--- config.mk ---
export PLATFORM = sky130hd
export DESIGN_NAME = muldiv_32b
export DESIGN_NICKNAME = d
export VERILOG_FILES = /design/src/rtl/muldiv_32b.sv
export SDC_FILE = /design/constraint.sdc
export NUM_CORES = 1
export LEC_CHECK = 0
export ABC_AREA = 1
export CAP_MARGIN = 20
export CORE_UTILIZATION = 23
export CTS_CLUSTER_DIAMETER = 50
export DETAILED_ROUTE_END_ITERATION = 6
export PLACE_DENSITY = 0.47
export SETUP_SLACK_MARGIN = 0.2
export SYNTH_ARGS = -nofsm -noshare
export SYNTH_HDL_FRONTEND = slang
export SYNTH_SLANG_ARGS = --single-unit
--- constraint.sdc ---
create_clock -name clk -period 2.4 [get_ports clk]
set_input_delay 0.48 -clock clk [delete_from_list [all_inputs] [get_ports clk]]
set_output_delay 0.48 -clock clk [all_outputs]
set_load 0.02 [all_outputs]
--- src/rtl/muldiv_32b.sv ---
`default_nettype none
// ============================================================================
// muldiv_32b : iterative 32-bit MULT/MULTU/DIV/DIVU unit with HI/LO registers
// Revision   : 1.0
// ============================================================================
module muldiv_32b (
   input  logic        clk,
   input  logic        rst_n,
   input  logic        start,
   input  logic [1:0]  op,
   input  logic [31:0] A,
   input  logic [31:0] B,
   output logic        busy,
   output logic        done,
   output logic [31:0] HI,
   output logic [31:0] LO
);

   typedef enum logic [1:0] {
      S_IDLE = 2'd0,
      S_RUN  = 2'd1,
      S_FIX  = 2'd2
   } state_t;

   state_t      state_q, state_d;
   logic [5:0]  cnt_q, cnt_d;
   logic        is_div_q, is_div_d;
   logic        neg_res_q, neg_res_d;
   logic        neg_rem_q, neg_rem_d;
   logic [31:0] mcand_q, mcand_d;
   logic [63:0] acc_q, acc_d;
   logic [31:0] hi_q, hi_d;
   logic [31:0] lo_q, lo_d;
   logic        done_q, done_d;

   logic        w_signed;
   logic [31:0] w_a_mag;
   logic [31:0] w_b_mag;
   logic [32:0] w_mul_sum;
   logic [32:0] w_rem_sh;
   logic [33:0] w_div_sub;
   logic [63:0] w_prod_neg;

   // A zero divisor runs unsigned so the restoring loop itself yields
   // rem = A and quot = all ones, with no sign correction afterwards.
   assign w_signed   = op[0] & ~(op[1] & (B == 32'd0));
   assign w_a_mag    = (w_signed && A[31]) ? (~A + 32'd1) : A;
   assign w_b_mag    = (w_signed && B[31]) ? (~B + 32'd1) : B;
   assign w_mul_sum  = {1'b0, acc_q[63:32]} + (acc_q[0] ? {1'b0, mcand_q} : 33'd0);
   assign w_rem_sh   = acc_q[63:31];
   assign w_div_sub  = {1'b0, w_rem_sh} - {2'b00, mcand_q};
   assign w_prod_neg = ~acc_q + 64'd1;

   always_comb begin
      state_d   = state_q;
      cnt_d     = cnt_q;
      is_div_d  = is_div_q;
      neg_res_d = neg_res_q;
      neg_rem_d = neg_rem_q;
      mcand_d   = mcand_q;
      acc_d     = acc_q;
      hi_d      = hi_q;
      lo_d      = lo_q;
      done_d    = 1'b0;

      case (state_q)
         S_IDLE: begin
            if (start) begin
               state_d  = S_RUN;
               cnt_d    = 6'd0;
               is_div_d = op[1];
               if (op[1]) begin
                  neg_res_d = w_signed & (A[31] ^ B[31]);
                  neg_rem_d = w_signed & A[31];
                  mcand_d   = w_b_mag;
                  acc_d     = {32'd0, w_a_mag};
               end else begin
                  neg_res_d = w_signed & (A[31] ^ B[31]);
                  neg_rem_d = 1'b0;
                  mcand_d   = w_a_mag;
                  acc_d     = {32'd0, w_b_mag};
               end
            end
         end

         S_RUN: begin
            if (is_div_q) begin
               if (!w_div_sub[33]) begin
                  acc_d = {w_div_sub[31:0], acc_q[30:0], 1'b1};
               end else begin
                  acc_d = {w_rem_sh[31:0], acc_q[30:0], 1'b0};
               end
            end else begin
               acc_d = {w_mul_sum, acc_q[31:1]};
            end
            cnt_d = cnt_q + 6'd1;
            if (cnt_q == 6'd31) begin
               state_d = S_FIX;
            end
         end

         S_FIX: begin
            if (is_div_q) begin
               lo_d = neg_res_q ? (~acc_q[31:0] + 32'd1) : acc_q[31:0];
               hi_d = neg_rem_q ? (~acc_q[63:32] + 32'd1) : acc_q[63:32];
            end else begin
               {hi_d, lo_d} = neg_res_q ? w_prod_neg : acc_q;
            end
            done_d  = 1'b1;
            state_d = S_IDLE;
         end

         default: begin
            state_d = S_IDLE;
         end
      endcase
   end

   always_ff @(posedge clk or negedge rst_n) begin
      if (!rst_n) begin
         state_q   <= S_IDLE;
         cnt_q     <= 6'd0;
         is_div_q  <= 1'b0;
         neg_res_q <= 1'b0;
         neg_rem_q <= 1'b0;
         mcand_q   <= 32'd0;
         acc_q     <= 64'd0;
         hi_q      <= 32'd0;
         lo_q      <= 32'd0;
         done_q    <= 1'b0;
      end else begin
         state_q   <= state_d;
         cnt_q     <= cnt_d;
         is_div_q  <= is_div_d;
         neg_res_q <= neg_res_d;
         neg_rem_q <= neg_rem_d;
         mcand_q   <= mcand_d;
         acc_q     <= acc_d;
         hi_q      <= hi_d;
         lo_q      <= lo_d;
         done_q    <= done_d;
      end
   end

   assign busy = (state_q != S_IDLE);
   assign done = done_q;
   assign HI   = hi_q;
   assign LO   = lo_q;

endmodule
`default_nettype wire

==> out/metrics.csv, run 1 <==
stage,metric,value,unit
outcome,status,"complete, but fails checks",
outcome,violations,setup timing,
hold_path,hp-class,reg -> reg,
pwr,vdd_drop_max,0.0007381,V
placed_design,place_ws,-509.9,ps
cells_and_area,stdcell_area,28110,um^2
hold_path,min_to,HI[20],
cells_and_area,syn2layout_area_growth,50.92,%
detailed_routing,dr.pass1.iters,6,
floorplanning,die_width,286.6,um
global_routing,grt_max_degree,61,
pwr,p_comb_share,80.5,%
cells_and_area,final_cells,4931,
cts,clk_latency,510,ps
synth,synth.avg_cell_area,5.738,um^2
critical_path,path_class,reg -> reg,
sta,hold_viol,0,
placed_design,hpwl,77300,um
synth,ys.flop_type,dfrtp_1,
cells_and_area,drive_gt1_share,27.60,%
placed_design,placed_cells,4838,
global_routing,grt_use_met2,37.18,%
sta,fin_ws,-9.721,ps
sta,slew_headroom,54.21,%
global_routing,grt.busiest_layer,met2,
pwr,seq_power_share,12.9,%
critical_path,cp_top_family,simple AND/OR/NAND/NOR gates,
detailed_routing,drt_iter0_markers,2080,
synth,synth_top_area_share,24.57,%
detailed_routing,routedWlPerCell,19.16,um
floorplanning,ios,135,
sta,rsz0062_at_grt,yes,
pwr,cellLeakagePower,13.56,nW
pwr,p_per_area,1604,nW/um^2
cells_and_area,final_nets,4008,
critical_path,slowest_stage,dfrtp_1,
critical_path,cp.required,2850,ps
sta,tightest_slew,686.8,ps
critical_path,cp_data_arrival_time,2860,ps
synth,synth.net_count,3386,
pwr,power,45.09,mW
global_routing,grt_usage,22.93,%
critical_path,max_stage_delay,400,ps
synth,synth_area_leader_cell,nand2_1,
critical_path,startpoint_type,flip-flop,
detailed_routing,antenna_left,0,
placed_design,gp_congestion,0.9834,
sta,fin_crit_sh,100.4,%
pwr,switching_share,52.87,%
cts,clkTransAtPathRegs,80,ps
global_routing,overflow,0,
synth,synth_warnings,0,
synth,synth.area.top_cells,"nand2_1 25%, dfrtp_1 23%, nand3_1 9.1%, inv_1 7.9%, nor2_1 7.0%",
placed_design,portBuffers,134,
floorplanning,die_h,286.6,um
detailed_routing,num_vias,23340,
pwr,p_sw,23.84,mW
global_routing,grt_pass1_vias,22550,
critical_path,cp-end-kind,flip-flop,
global_routing,met3_usage,3.021,%
detailed_routing,drc,0,
placed_design,dpl_cell_area,24840,um^2
critical_path,worstReg2RegEnd,acc_q[57],
floorplanning,core-area,79520,um^2
global_routing,met1_usage,31.35,%
global_routing,antenna_found_initial,0,
critical_path,crit_path_start,mcand_q[31],
cts,cts.sinks,172,
cts,clock_path_buffers,2,
synth,synthArstFlopShare,100.0,%
sta,max_freq,415.0,MHz
synth,ys_types,53,
floorplanning,start_util,23.42,%
floorplanning,num_rows,103,
cells_and_area,n_antenna_cell,0,
sta,finalSetupViolCount,1,
run,maxCapViolCount,0,
critical_path,crit-reg2reg-launch,mcand_q[31],
sta,hold_ws,477.8,ps
synth,synthTopCellsByCount,"1219 x nand2_1, 390 x inv_1, 345 x nor2_1, 340 x nand3_1, 172 x dfrtp_1",
cts,cts_tree,built,
hold_path,worstHoldStart,HI[20],
cts,cts_buffers,17,
critical_path,r2r_cells,15,
sta,post-route-min-period,2410,ps
sta,maxSlewViolCount,0,
critical_path,path_max_fanout,5,
sta,tns,-9.721,ps
detailed_routing,viasPerCell,4.733,
floorplanning,die-area,82120,um^2
global_routing,grt_pass1_wl,141100,um
critical_path,crit_chain,inv_2 -> ha_4 -> buf_4 -> nand2_2 -> nand2_2 -> nor2_2 -> nand2_2 -> a21oi_4 -> nand3_4 -> buf_4 -> o21ai_0 -> inv_1 -> nand2_1 -> nand2_1 -> nand2_1,
synth,ys_seq_area_share,23.11,%
critical_path,reg2reg_slack,-10,ps
synth,syn-cell-area,18620,um^2
synth,synth_edf_count,0,
cts,cts.htree.levels,4,
synth,synth.most_common_cell,nand2_1,
sta,finClkSkew,15.47,ps
hold_path,whs_path_depth,2,
synth,syn_inst,3246,
cells_and_area,fin_util,35.35,%
pwr,power_frac_clock,6.6,%
critical_path,cp.buffers_inverters,4,
cts,cts_root_buffer,clkbuf_16,
synth,synth-seq-cells,172,
detailed_routing,totalWireLength,94480,um
pwr,intPower,21.25,mW
## cell families after synthesis
kind of cell,share of synthesized area [%]
xor gates and xnor gates,5.455
AOI/OAI and AO/OA,11.56
and+or+nand+nor,44.58
adders and majority gates,4.851
DFF,23.11
buffers and inverters,10.45
## per-layer routing
metal | part of all wire, % | vias up | wire length, um
met3 | 5.9 | 128 | 5568
met1 | 46 | 10830 | 43470
met4 | 3.1 | 0 | 2897
met5 | 0 | - | 0
li1 | - | 11580 | -
met2 | 45 | 795 | 42540
## timing repair
item | CTS | global route
pin swaps | 44 | 65
hold endpoints to repair | 40 | 0
gates resized for setup | 303 | 244
hold buffers | 1 | 0
gates cloned | 5 | 0
setup buffers | 37 | 18
endpoints found under the setup margin | 90 | 136
## worst reg2reg max path, cell delays in order, from the launching register on
cell and delay (ps):
dfrtp_1 400, inv_2 130, ha_4 220, buf_4 140
nand2_2 60, nand2_2 50, nor2_2 130, nand2_2 90
a21oi_4 220, nand3_4 210, buf_4 190, o21ai_0 210
inv_1 70, nand2_1 60, nand2_1 100, nand2_1 90
## registers in the layout, summed over array words and instances, names as in the netlist
signal,count
HI,32
LO,32
acc_q,64
cnt_q,6
done,1
is_div_q,1
mcand_q,32
neg_rem_q,1
neg_res_q,1
state_q,2
## cell type report
type	instances	area [um^2]
flip-flops and latches	172	4320
inverters	396	1506
clock inverters	14	172.7
repair buffers	702	5926
fillers	8739	51410
well taps	1050	1314
clock buffers	18	439.2
repair inverters	2	22.52
multi-input cells	2577	14410
## worst max-delay path by stage
| stage | to | slack [ps] | depth (start not counted) |
|---|---|---|---|
| CTS | acc_q[56] | -50 | 15 |
| floorplan | acc_q[58] | 200 | 16 |
| global route | acc_q[61] | -120 | 20 |
| detailed placement | acc_q[28] | -510 | 15 |
| finish | acc_q[57] | -10 | 15 |
| global placement | acc_q[21] | -420 | 13 |
## power groups by stage
stage / Clock (mW) / Sequential (mW) / Combinational [mW]
global route: 3.13 / 5.96 / 39.4
global placement: 0 / 5.71 / 29.6
detailed placement: 0 / 5.70 / 29.6
floorplan: 0 / 5.82 / 15.7
CTS: 3.04 / 5.76 / 33.4
finish: 2.97 / 5.83 / 36.3
## cells in the final DEF (no fill, tap or decap), types with 13 or more instances in the layout
master           instances
ha_4                    60
nand2_1               1097
clkdlybuf4s50_1        131
nand3_2                 34
dfrtp_2                 13
nand3_1                306
buf_4                  534
nand2_4                 23
a21boi_1                31
a21oi_1                 72
o21ai_0                130
xor2_1                  84
inv_2                   58
a21oi_2                 40
xnor2_1                 26
nor3_1                  15
buf_12                  17
nand2_2                105
o21ai_1                 20
o211ai_1                29
clkbuf_16               17
nor2_4                  26
inv_1                  331
dfrtp_1                159
nand4_1                 38
nor2_2                  55
nor2_1                 274
buf_6                   13
Note: power is estimated with default switching activity, not from simulation.
==> run 2, diff against run 1 <==
--- a/config.mk
+++ b/config.mk
@@ -15,3 +15,4 @@
 export SYNTH_ARGS = -nofsm -noshare
 export SYNTH_HDL_FRONTEND = slang
 export SYNTH_SLANG_ARGS = --single-unit
+export TNS_END_PERCENT = 30
==> run 2 against run 1 <==
Against the previous run: the flow now finishes without violations; critical endpoint is now acc_q[60]; sequential cell count is the same; critical path type unchanged; clock skew grew 0.94 ps; critical path depth shrank 2; global-route usage is essentially flat; die area is the same; register-to-register slack gained 40 ps; clock-buffer cell count is the same; combinational power is essentially flat; first-iteration DRC count shrank 0.53%; setup slack gained 37 ps; non-clock buffer count grew 8; utilization grew 0.25 points.
==> out/metrics.csv, run 2 (synthesized netlist as in run 1, its figures left out) <==
stage,metric,value,unit,change
critical_path,cp.required,2780,ps,was 2850 ps
outcome,status,finished clean,,"was complete, but fails checks"
cts,cts_buffers,17,,unchanged
cts,cts.htree.levels,4,,unchanged
sta,max_freq,421.5,MHz,was 415.0 MHz
cts,clock_path_buffers,2,,unchanged
cts,cts_root_buffer,clkbuf_16,,unchanged
hold_path,whs_path_depth,2,,unchanged
floorplanning,die_width,286.6,um,unchanged
cts,cts.sinks,172,,unchanged
critical_path,path_max_fanout,23,,was 5
floorplanning,die-area,82120,um^2,unchanged
cells_and_area,syn2layout_area_growth,51.99,%,was 50.92%
detailed_routing,antenna_left,0,,unchanged
cells_and_area,n_antenna_cell,0,,unchanged
global_routing,overflow,0,,unchanged
cts,clk_latency,510,ps,about the same
floorplanning,start_util,23.42,%,unchanged
placed_design,place_ws,-509.9,ps,unchanged
sta,hold_viol,0,,unchanged
cells_and_area,mostFrequentLayoutCells,"1098 x nand2_1, 532 x buf_4, 326 x inv_1, 301 x nand3_1, 269 x nor2_1",,"was 1097 x nand2_1, 534 x buf_4, 331 x inv_1, 306 x nand3_1, 274 x nor2_1"
cells_and_area,final_common_cell,nand2_1,,unchanged
placed_design,portBuffers,134,,unchanged
sta,tightest_slew,697.8,ps,was 686.8 ps
critical_path,cp-end-kind,flip-flop,,unchanged
floorplanning,ios,135,,unchanged
detailed_routing,totalWireLength,94840,um,was 94480 um
pwr,cellLeakagePower,13.61,nW,was 13.56 nW
cells_and_area,final_cells,4939,,was 4931
sta,fin_crit_sh,98.84,%,was 100.4%
cells_and_area,largest_register_ffs,64,,unchanged
detailed_routing,routedWlPerCell,19.20,um,was 19.16 um
global_routing,grt_usage,22.92,%,was 22.93%
global_routing,antenna_found_initial,0,,unchanged
placed_design,gp_congestion,0.9834,,unchanged
sta,fin_ws,27.73,ps,was -9.721 ps
detailed_routing,viasPerCell,4.717,,was 4.733
sta,rsz0062_at_grt,yes,,unchanged
placed_design,placed_cells,4838,,unchanged
run,maxCapViolCount,0,,unchanged
hold_path,hp-class,reg -> reg,,unchanged
critical_path,path_class,reg -> reg,,unchanged
cts,clkTransAtPathRegs,80,ps,about the same
detailed_routing,drc,0,,unchanged
sta,finClkSkew,16.41,ps,was 15.47 ps
critical_path,cp_data_arrival_time,2750,ps,was 2860 ps
floorplanning,num_rows,103,,unchanged
global_routing,grt_max_degree,61,,unchanged
pwr,p_per_area,1599,nW/um^2,was 1604 nW/um^2
sta,hold_ws,477.8,ps,about the same
floorplanning,core-area,79520,um^2,unchanged
floorplanning,die_h,286.6,um,unchanged
detailed_routing,drt_iter0_markers,2069,,was 2080
cts,cts_tree,built,,unchanged
sta,maxSlewViolCount,0,,unchanged
pwr,power,45.27,mW,was 45.09 mW
critical_path,startpoint_type,flip-flop,,unchanged
cells_and_area,fin_util,35.60,%,was 35.35%
cells_and_area,final_nets,4016,,was 4008
sta,finalSetupViolCount,0,,was 1
sta,post-route-min-period,2372,ps,was 2410 ps
cells_and_area,regMostFlops,acc_q,,unchanged
placed_design,hpwl,77300,um,unchanged
global_routing,grt_pass1_vias,22510,,was 22550
global_routing,grt_pass1_wl,141100,um,about the same
detailed_routing,num_vias,23300,,was 23340
critical_path,r2r_cells,13,,was 15
cells_and_area,drive_gt1_share,27.98,%,was 27.60%
sta,slew_headroom,53.48,%,was 54.21%
detailed_routing,dr.pass1.iters,5,,was 6
pwr,vdd_drop_max,0.0007428,V,was 0.0007381 V
## run 2: cell types whose count changed in the layout (fill, tap and decap cells not counted), moves of 3 or more
cell and change:
nor2_1 -5, inv_1 -5, nand3_1 -5, nor2_2 -9
buf_6 +10, inv_2 +3, nor2_4 +14, nand3_2 +4
## run 2: worst max-delay path: stages (launching register included)
cell,delay [ps]
dfrtp_2,440
buf_12,170
nand2_1,140
inv_1,100
ha_4,300
nand2_1,140
nor2_2,170
nand2_1,100
nor3_1,140
nand2_1,130
nand3_1,120
nand3_2,110
nand3_1,110
nand2_1,70
## run 2: final cells by class
| cell class | instances | area, um^2 |
|---|---|---|
| clock inverters | 14 | 172.7 |
| repair inverters | 2 | 22.52 |
| multi-input cells | 2577 | 14490 |
| flip-flops and latches | 172 | 4320 |
| clock buffers | 18 | 439.2 |
| inverters | 396 | 1510 |
| repair buffers | 710 | 6033 |
| well taps | 1050 | 1314 |
| fillers | 8714 | 51210 |
## run 2: power breakdown
group / total, mW / switching (mW) / internal [mW]
clock network: 2.98 / 1.55 / 1.43
registers: 5.83 / 1.52 / 4.31
logic: 36.5 / 20.9 / 15.5
## run 2: final timing paths
| kind | start | to | slack, ps |
|---|---|---|---|
| min reg2reg | HI[20] | HI[20] | 480 |
| max in group asynchronous | rst_n | acc_q[0] | 1190 |
| min in group asynchronous | rst_n | LO[14] | 490 |
| max reg2reg | acc_q[0] | acc_q[60] | 30 |
| max | acc_q[0] | acc_q[60] | 30 |
| min | HI[20] | HI[20] | 480 |
## run 2: metal layers
metal | wire (um) | global-route usage, % | vias up
li1 | - | - | 11590
met3 | 5619 | 2.965 | 121
met5 | 0 | 0 | -
met4 | 2869 | 6.912 | 0
met1 | 43580 | 31.41 | 10860
met2 | 42770 | 37.18 | 723
## run 2: timing repair
action                     CTS  global route
gates resized for setup    298           283
hold endpoints to repair    40             0
hold buffers                 1             0
pin swaps                   52            84
setup buffers               34            28
setup endpoints to repair   90           136
cloned                       5             1
## run 2: metrics by stage
stage | TNS, ps | cell area [um^2]
CTS | -217.4 | 27010
floorplan | 0 | 18660
finish | 0 | 28310
global placement | -22600 | 24840
global route | -1173 | 28310
detailed placement | -26730 | 24840
